File: config.mk
export PLATFORM = sky130hd
export DESIGN_NAME = memory_system_pipelined
export DESIGN_NICKNAME = d
export VERILOG_FILES = /design/src/rtl/memory_system_pkg.sv /design/src/rtl/memory_array.sv /design/src/rtl/memory_system_pipelined.sv
export SDC_FILE = /design/constraint.sdc
export NUM_CORES = 2
export LEC_CHECK = 0
export CAP_MARGIN = 15
export CORE_MARGIN = 5
export CORE_UTILIZATION = 48
export DETAILED_ROUTE_END_ITERATION = 7
export SLEW_MARGIN = 25
export SYNTH_ARGS = -nofsm -noshare
export SYNTH_HDL_FRONTEND = slang
export SYNTH_SLANG_ARGS = --single-unit
File: constraint.sdc
create_clock -name clk -period 3.7 [get_ports clk]
set_input_delay 0.555 -clock clk [delete_from_list [all_inputs] [get_ports clk]]
set_output_delay 0.555 -clock clk [all_outputs]
set_load 0.03 [all_outputs]
File: src/rtl/memory_system_pkg.sv
`default_nettype none
// +----------------------------------------------------------------------+
// | memory_system_pkg                                                    |
// | Shared types and address decode for memory_system_pipelined.         |
// | Revision: 1.0                                                        |
// +----------------------------------------------------------------------+
package memory_system_pkg;

  // Fields are sized for the widest supported configuration; users occupy the low bits.
  localparam int MAX_AW = 64;
  localparam int MAX_DW = 256;
  localparam int MAX_BE = MAX_DW / 8;

  typedef enum logic [1:0] {
    IDLE = 2'd0,
    WAIT = 2'd1,
    RESP = 2'd2
  } state_e;

  typedef struct packed {
    logic              we;
    logic [MAX_BE-1:0] be;
    logic [MAX_AW-1:0] addr;
    logic [MAX_DW-1:0] wdata;
  } req_t;

  typedef struct packed {
    logic              error;
    logic [MAX_AW-1:0] index;
  } decode_t;

  function automatic decode_t decode(
    input logic [MAX_AW-1:0] addr,
    input logic [MAX_AW-1:0] base,
    input int unsigned       aw,
    input int unsigned       bl,
    input int unsigned       depth
  );
    decode_t           res;
    logic [MAX_AW-1:0] mask;
    logic [MAX_AW-1:0] offset;
    logic [MAX_AW-1:0] limit;
    mask      = (aw >= MAX_AW) ? '1 : ((MAX_AW'(1) << aw) - MAX_AW'(1));
    offset    = (addr - base) & mask;
    limit     = MAX_AW'(depth) << bl;
    res.error = ((offset & ((MAX_AW'(1) << bl) - MAX_AW'(1))) != '0)
              || (addr < base) || (offset >= limit);
    res.index = offset >> bl;
    return res;
  endfunction

endpackage
`default_nettype wire

File: src/rtl/memory_array.sv
`default_nettype none
// +----------------------------------------------------------------------+
// | memory_array                                                         |
// | Word storage with synchronous byte-enable write, combinational read. |
// | Revision: 1.0                                                        |
// +----------------------------------------------------------------------+
module memory_array #(
  parameter int DEPTH      = 64,
  parameter int DATA_WIDTH = 32,
  parameter int BYTES      = DATA_WIDTH / 8,
  parameter int IDX_W      = (DEPTH > 1) ? $clog2(DEPTH) : 1
) (
  input  logic                  clk,
  input  logic                  we_i,
  input  logic [BYTES-1:0]      be_i,
  input  logic [IDX_W-1:0]      idx_i,
  input  logic [DATA_WIDTH-1:0] wdata_i,
  output logic [DATA_WIDTH-1:0] rdata_o
);

  logic [DATA_WIDTH-1:0] mem_q [DEPTH];

  always_ff @(posedge clk) begin
    if (we_i) begin
      for (int b = 0; b < BYTES; b++) begin
        if (be_i[b]) mem_q[idx_i][b*8 +: 8] <= wdata_i[b*8 +: 8];
      end
    end
  end

  assign rdata_o = mem_q[idx_i];

endmodule
`default_nettype wire

File: src/rtl/memory_system_pipelined.sv
`default_nettype none
// +----------------------------------------------------------------------+
// | memory_system_pipelined                                              |
// | Valid/ready RAM front end with latency, byte enables and errors.     |
// | Revision: 1.0                                                        |
// +----------------------------------------------------------------------+
module memory_system_pipelined
  import memory_system_pkg::*;
#(
  parameter int                    MEMORY_DEPTH = 64,
  parameter int                    DATA_WIDTH   = 32,
  parameter int                    ADDR_WIDTH   = 32,
  parameter logic [ADDR_WIDTH-1:0] BASE_ADDRESS = 'h1001_0000,
  parameter int                    LATENCY      = 1
) (
  input  logic                    clk,
  input  logic                    rst,
  input  logic                    Req_Valid_i,
  output logic                    Req_Ready_o,
  input  logic                    Write_Enable_i,
  input  logic [DATA_WIDTH/8-1:0] Byte_Enable_i,
  input  logic [ADDR_WIDTH-1:0]   Address_i,
  input  logic [DATA_WIDTH-1:0]   Write_Data_i,
  output logic                    Resp_Valid_o,
  input  logic                    Resp_Ready_i,
  output logic [DATA_WIDTH-1:0]   Data_o,
  output logic                    Error_o
);

  localparam int                BYTES    = DATA_WIDTH / 8;
  localparam int                BL       = (BYTES > 1) ? $clog2(BYTES) : 0;
  localparam int                IDX_W    = (MEMORY_DEPTH > 1) ? $clog2(MEMORY_DEPTH) : 1;
  localparam int                CNT_W    = 3;
  localparam logic [MAX_AW-1:0] BASE_EXT = MAX_AW'(BASE_ADDRESS);

  state_e                state_q;
  logic [CNT_W-1:0]      cnt_q;
  req_t                  req_q;
  req_t                  req_d;
  logic [DATA_WIDTH-1:0] data_q;
  logic                  err_q;

  decode_t               w_dec;
  logic                  w_commit;
  logic                  w_mem_we;
  logic [DATA_WIDTH-1:0] w_rdata;
  logic [DATA_WIDTH-1:0] w_merged;
  logic                  w_unused;

  always_comb begin
    req_d                        = '0;
    req_d.we                     = Write_Enable_i;
    req_d.be[BYTES-1:0]          = Byte_Enable_i;
    req_d.addr[ADDR_WIDTH-1:0]   = Address_i;
    req_d.wdata[DATA_WIDTH-1:0]  = Write_Data_i;
  end

  assign w_dec    = decode(req_q.addr, BASE_EXT, ADDR_WIDTH, BL, MEMORY_DEPTH);
  assign w_commit = (state_q == WAIT) && (cnt_q == '0);
  // Reset returns the FSM to IDLE asynchronously, so a pending write never reaches the array.
  assign w_mem_we = w_commit && req_q.we && !w_dec.error;
  assign w_unused = ^{w_dec.index, req_q.be, req_q.wdata};

  memory_array #(
    .DEPTH      (MEMORY_DEPTH),
    .DATA_WIDTH (DATA_WIDTH),
    .BYTES      (BYTES),
    .IDX_W      (IDX_W)
  ) u_array (
    .clk     (clk),
    .we_i    (w_mem_we),
    .be_i    (req_q.be[BYTES-1:0]),
    .idx_i   (w_dec.index[IDX_W-1:0]),
    .wdata_i (req_q.wdata[DATA_WIDTH-1:0]),
    .rdata_o (w_rdata)
  );

  always_comb begin
    w_merged = w_rdata;
    for (int b = 0; b < BYTES; b++) begin
      if (req_q.be[b]) w_merged[b*8 +: 8] = req_q.wdata[b*8 +: 8];
    end
  end

  always_ff @(posedge clk or posedge rst) begin
    if (rst) begin
      state_q <= IDLE;
      cnt_q   <= '0;
      req_q   <= '0;
      data_q  <= '0;
      err_q   <= 1'b0;
    end else begin
      case (state_q)
        IDLE: begin
          if (Req_Valid_i) begin
            req_q   <= req_d;
            cnt_q   <= CNT_W'(LATENCY - 1);
            state_q <= WAIT;
          end
        end
        WAIT: begin
          if (cnt_q != '0) begin
            cnt_q <= cnt_q - CNT_W'(1);
          end else begin
            data_q  <= w_dec.error ? '0 : (req_q.we ? w_merged : w_rdata);
            err_q   <= w_dec.error;
            state_q <= RESP;
          end
        end
        RESP: begin
          if (Resp_Ready_i) state_q <= IDLE;
        end
        default: state_q <= IDLE;
      endcase
    end
  end

  assign Req_Ready_o  = (state_q == IDLE);
  assign Resp_Valid_o = (state_q == RESP);
  assign Data_o       = data_q;
  assign Error_o      = err_q;

endmodule
`default_nettype wire
== Word level (Yosys, flattened, before mapping) ==
Memories as Yosys holds them, arrays and structs flattened.
Cells that the tools add are included.

* Word-level logic and storage cells: 60
* Memories kept: 1
* Memory bits (writable): 2048
* Input port bits: 73
* Flip-flop bits (word level): 107

* Equal/unequal tests: 6
* Add/sub/neg operators: 2
* Bitwise logic cells: 1
* Mux-type cells: 25
* Order comparisons: 2
* Reductions and logical operators: 15

{| class="wikitable"
|+ Memory list
! name !! depth !! width !! rd ports !! clocked after Yosys merged registers in !! wr ports !! RTL line !! RTL
|-
| u_array.mem_q || 64 || 32 || 1 || 0 || 1 || memory_array.sv:21 || <nowiki>logic [DATA_WIDTH-1:0] mem_q [DEPTH];</nowiki>
|}

{| class="wikitable"
|+ Operator list
! operator !! number
|-
| $mux 32 || 2
|-
| $reduce_bool 64->1 || 1
|-
| $ge 32x9->1 const B || 1
|-
| $lt 32x29->1 const B || 1
|-
| $mux 8 || 4
|-
| $sub 32x29->32 const B || 1
|-
| $mux 1 || 12
|-
| $mux 2 || 3
|-
| $mux 3 || 2
|-
| $pmux 2 s3 || 1
|-
| $pmux 3 s2 || 1
|-
| $reduce_and 3->1 || 2
|-
| $ne 2x1->1 const B || 2
|-
| $ne 2x2->1 const B || 2
|-
| $reduce_and 2->1 || 2
|-
| $logic_and 1x1->1 || 3
|-
| $logic_not 3->1 || 1
|-
| $reduce_bool 3->1 || 1
|-
| $sub 3x1->3 const B || 1
|-
| $eq 2x1->1 const B || 1
|-
| $eq 2x2->1 const B || 1
|-
| $logic_not 2->1 || 1
|-
| $logic_or 1x1->1 || 2
|-
| $reduce_bool 2->1 || 1
|-
| 2 further kinds || 2
|}

== Longest topological paths before layout ==
* Depth in word-level cells: 8
* Mapped depth: 11
* Mapped depth without buffers: 8

== Modules after synthesis ==
A second synthesis with hierarchy kept.

* Cell total of the unflattened synthesis: 5003
* Area total of the unflattened synthesis: 83460.0 µm²

{| class="wikitable"
|+ Modules (own cells, without submodules)
! module !! times used !! seq. area each (µm²) !! area each (µm²) !! cells each
|-
| memory_array || 1 || 61499.0 || 78407.7 || 4614
|-
| memory_system_pipelined || 1 || 2677.6 || 5052.3 || 389
|}

== Least setup slack after synthesis ==
OpenSTA, ideal clock, no wires.

* Path kind: reg-to-reg
* Start point: register cnt_q[0]
* End point: memory u_array.mem_q[10][0] (enable)
* Arrival: 2.275 ns
* Stages on the path, launching flop included: 11
* Setup time: 0.370 ns
* Setup slack: 1.055 ns
* Cell sequence: dfrtp_1 -> inv_1 -> ha_1 -> nand4bb_1 -> buf_2 -> and4b_1 -> and3_1 -> clkbuf_1 -> nand2_1 -> clkbuf_1 -> nor2_1

* Longest elaborated chain between the ends: 6

{| class="wikitable"
|+ Ends and longest elaborated chain
! element !! RTL line !! RTL
|-
| start: declaration || memory_system_pipelined.sv:37 || <nowiki>logic [CNT_W-1:0] cnt_q;</nowiki>
|-
| start signal: assignment || memory_system_pipelined.sv:97 || <nowiki>cnt_q <= CNT_W'(LATENCY - 1);</nowiki>
|-
| start signal: assignment || memory_system_pipelined.sv:103 || <nowiki>cnt_q <= cnt_q - CNT_W'(1);</nowiki>
|-
| $logic_not 3->1 || memory_system_pipelined.sv:59 || <nowiki>assign w_commit = (state_q == WAIT) && (cnt_q == '0);</nowiki>
|-
| $logic_and 1x1->1 || memory_system_pipelined.sv:59 ||
|-
| $logic_and 1x1->1 (2 in a row) || memory_system_pipelined.sv:61 || <nowiki>assign w_mem_we = w_commit && req_q.we && !w_dec.error;</nowiki>
|-
| $mux 1 || memory_array.sv:24 || <nowiki>if (we_i) begin</nowiki>
|-
| $mux 1 (implied by the code) || memory_array.sv:26 || <nowiki>if (be_i[b]) mem_q[idx_i][b*8 +: 8] <= wdata_i[b*8 +: 8];</nowiki>
|-
| end: declaration || memory_array.sv:21 ||
|}

Every way passes these cells.

== Worst setup path in the final report ==
* Start point: register req_q[259] (netlist name)
* End point: memory u_array.mem_q[59][13] (enable)

* Longest elaborated chain between the ends: 7
* Elaborated cells on any way between the ends: 9
* Those cells by class: add/sub (1); order compare (2); mux (2); reduce/logical (4)

{| class="wikitable"
|+ Ends and longest elaborated chain
! element !! RTL line !! RTL
|-
| start: declaration || memory_system_pipelined.sv:38 || <nowiki>req_t req_q;</nowiki>
|-
| start signal: assignment || memory_system_pipelined.sv:96 || <nowiki>req_q <= req_d;</nowiki>
|-
| $sub 32x29->32 / $lt 32x29->1 (equally long branches) || memory_system_pkg.sv:44, memory_system_pkg.sv:47 ||
|-
| $ge 32x9->1 / $logic_or 1x1->1 (equally long branches) || memory_system_pkg.sv:47 || <nowiki>|| (addr < base) || (offset >= limit);</nowiki>
|-
| $logic_or 1x1->1 || memory_system_pkg.sv:47 ||
|-
| $logic_not 1->1 || memory_system_pipelined.sv:61 ||
|-
| $logic_and 1x1->1 || memory_system_pipelined.sv:61 ||
|-
| $mux 1 || memory_array.sv:24 ||
|-
| $mux 1 (implied by the code) || memory_array.sv:26 ||
|}

Parallel ways exist; a longest one is shown, timed or not.

==> summary.txt <==
Floorplanning
  – Die height: 429 um
  – Die W: 429 um
  – Row count: 153
  – Core ar.: 174000 um2
  – Die ar.: 184000 um2
  – I/O pins: 108
  – Starting Density: 0.484

Global routing
  – Vias in the first global route: 48300
  – First-pass GRT wire length: 390000 um
  – Largest net degree at the start of global routing: 85
  – Initial antenna violation count: 14
  – Gr ovfl total: 0
  – Overall Global Routing Usage: 0.301

Synth
  – Synth Register Bits: 2155
  – Post-synth EDFFs: 2048
  – Synth area leader: edfxtp_1
  – Synth Cell Area: 84300 um2
  – Unique cell type count in the Yosys netlist: 89
  – Yosys warns: 0
  – Sequential element share of the synthesized area: 0.762
  – Fraction of registers with async set/reset: 0.0497
  – Syn avg cell area: 17.8 um2
  – Top FF cell, synth: edfxtp_1
  – Post-synth top area share: 0.730
  – Cell count after synthesis: 4732
  – Syn Nets: 4807
  – Synth top area cells: edfxtp_1 (73%), mux4_2 (4.2%), dfrtp_1 (3.2%)

Power and ir drop
  – VDD IR max: 0.647 mV
  – Power Total: 79.1 mW
  – Power Dens Cells: 807 nW/um2
  – Leakage: 31.7 nW

Finish
  – Area of the multi-input gates: 18200 um2
  – Register area: 64200 um2
  – Post-route cell area: 98000 um2
  – Fill cells: 13400
  – Layout area overhead: 16.3%
  – Ratio of cells with drive above 1 in the final layout: 0.238
  – Nets: 5301

Timing
  – Final-report hold violation count: 0
  – Period utilization: 0.971
  – Setup TNS: 0 ns
  – RSZ-0062 raised after global routing: false
  – Slew HR: 0.268
  – Slew @ Worst Pin: 1.10 ns
  – Final min period: 3.59 ns
  – Setup Skew: 0.0356 ns
  – Fin. max-slew vios: 0
  – Max Freq: 0.278 GHz
  – Endpoints failing setup: 0

Clock tree
  – Sink Count: 2155
  – Root Buffer: clkbuf_16
  – CTS tree: done
  – Clk Latency, worst-skew pair: 0.85 ns
  – CTS clk-pin slew, worst paths: 0.06 ns
  – Longest Clk Path Bufs: 3
  – Htree depth: 4
  – Num CTS Buffers: 214

Status
  – Result of the run: finished, final reports clean

Critical path
  – CP top delay family: simple AND/OR/NAND/NOR gates
  – Critical Path Sink Type: register
  – Max incr delay on CP: 0.72 ns
  – Crit path launch type: register
  – Slowest-stage cell, CP: nand2_1
  – Critical path cell sequence: buf_4, nand2_4, nor2_1, nand2_1, nor2_1, buf_4
  – WP buf/inv: 2
  – Worst Path Arrival: 4.12 ns
  – Worst path required time: 4.22 ns
  – CP Max Fanout: 20
  – Critical path class: reg -> reg

Drt
  – DRT Pass-1 Iters: 8
  – Starting DRT DRC Count: 7578
  – DRT antenna net count: 0
  – DRC violation count after routing: 0
  – Vias: 50300
  – Met2 WL post-DR: 127000 um
  – Top Metal Used: met5
  – Routed met1 length: 107000 um
  – Met3 WL: 32500 um
  – Routed WL: 283000 um
  – Drt wl/cell: 36.6 um
  – DR vias/cell: 6.50

Placed design
  – IO Port Bufs: 107
  – Dpl hpwl: 181000 um
  – Routability cong.: 0.916
  – Placed inst area: 90600 um2

Flow run
  – Max capacitance violation total: 0

Min path
  – Hold crit path type: in -> async
power breakdown:
part / total [mW] / switching [mW] / leakage, nW / internal, mW
logic: 22.7 / 15.4 / 8.36 / 7.32
clock network: 22.8 / 9.36 / 3.61 / 13.5
registers: 33.6 / 2.96 / 19.7 / 30.7
synth_stat cells (31+ instances only):
cell and count:
o21ai_0 116, mux4_2 159, buf_2 113, edfxtp_1 2048, mux2i_1 208, a221oi_1 31
a21oi_1 111, mux2_2 214, clkbuf_1 94, nand2_1 170, o221ai_1 154, a22oi_1 77
o22ai_1 270, nor2_1 340, dfrtp_1 107, buf_4 48, buf_6 45, a211oi_1 37
flip-flops by register name (all words and copies together), names as in the netlist:
register       cells
state_q            2
cnt_q              3
Error_o            1
Data_o            32
req_q             69
u_array.mem_q   2048
routing by layer:
layer,up-vias,GRT usage
li1,20300,-
met1,26000,0.412
met2,3412,0.452
met3,651,0.0803
met4,6,0.146
met5,-,0
through the flow:
step | hold slack, ns | util | instances | worst slack (ns)
floorplan | 0.472 | - | 4732 | 0.328
global placement | 0.483 | 0.520 | 7334 | 0.247
detailed placement | 0.493 | 0.520 | 7335 | 0.233
CTS | 0.177 | 0.563 | 7740 | 0.206
global route | 0.230 | 0.563 | 7741 | 0.0872
finish | 0.187 | 0.563 | 7748 | 0.106
worst reg2reg max path: cells and delay by family, from the launching register on:
kind / cells / cell delay (ns)
buffers and inverters: 2 / 0.61
flip-flops: 1 / 0.69
AND/OR/NAND/NOR: 4 / 1.97
final cells by class:
class,instances,share of cell area
antenna,8,0.000204
clock buffer,277,0.0589
clock inverter,128,0.0167
inverter,13,0.000625
multi-input combinational,2235,0.185
sequential,2155,0.655
tap,2325,0.0297
timing repair buffer,607,0.0532
worst paths after layout:
| path | start | to | slack [ns] | cells past startpoint |
|---|---|---|---|---|
| setup / recovery | req_q[259] | u_array.mem_q[59][13] | 0.11 | 6 |
| hold / removal | rst | req_q[20] | 0.19 | 2 |
| setup reg to reg | req_q[259] | u_array.mem_q[59][13] | 0.11 | 6 |
| hold reg to reg | req_q[272] | req_q[272] | 0.50 | 1 |
| max in group asynchronous | rst | Data_o[24] | 2.63 | 3 |
| min in group clk | Resp_Ready_i | state_q[1] | 0.30 | 2 |
cells by family after synthesis:
logic type	Yosys count	synth area share
DFF	2155	0.762
and+or+nand+nor	680	0.0366
muxes	585	0.0969
buffers and inverters	342	0.0245
adders and majority gates	2	0.000297
AOI/OAI and AO/OA	968	0.0802
repair_timing:
action                     CTS  global route
setup endpoints to repair    0             8
gates resized for setup      0             1
buffers inserted             0             0
hold buffers                 0             0
placed cells by master (no fill, tap or decap), types with 32 or more instances in the layout:
cell type | synthesis | final
buf_4 | 48 | 469
clkdlybuf4s50_1 | 0 | 107
dfrtp_1 | 107 | 72
a211oi_1 | 37 | 37
mux2_2 | 214 | 214
o21ai_0 | 116 | 116
mux2i_1 | 208 | 208
clkbuf_1 | 94 | 48
nor2_1 | 340 | 338
mux4_2 | 159 | 159
clkinv_1 | 0 | 42
a22oi_1 | 77 | 77
clkbuf_16 | 0 | 217
o22ai_1 | 270 | 270
o221ai_1 | 154 | 154
clkinv_2 | 1 | 32
edfxtp_1 | 2048 | 2048
bufinv_16 | 0 | 35
nand2_1 | 170 | 165
a21oi_1 | 111 | 111
Power figures use the tool's default switching activity.
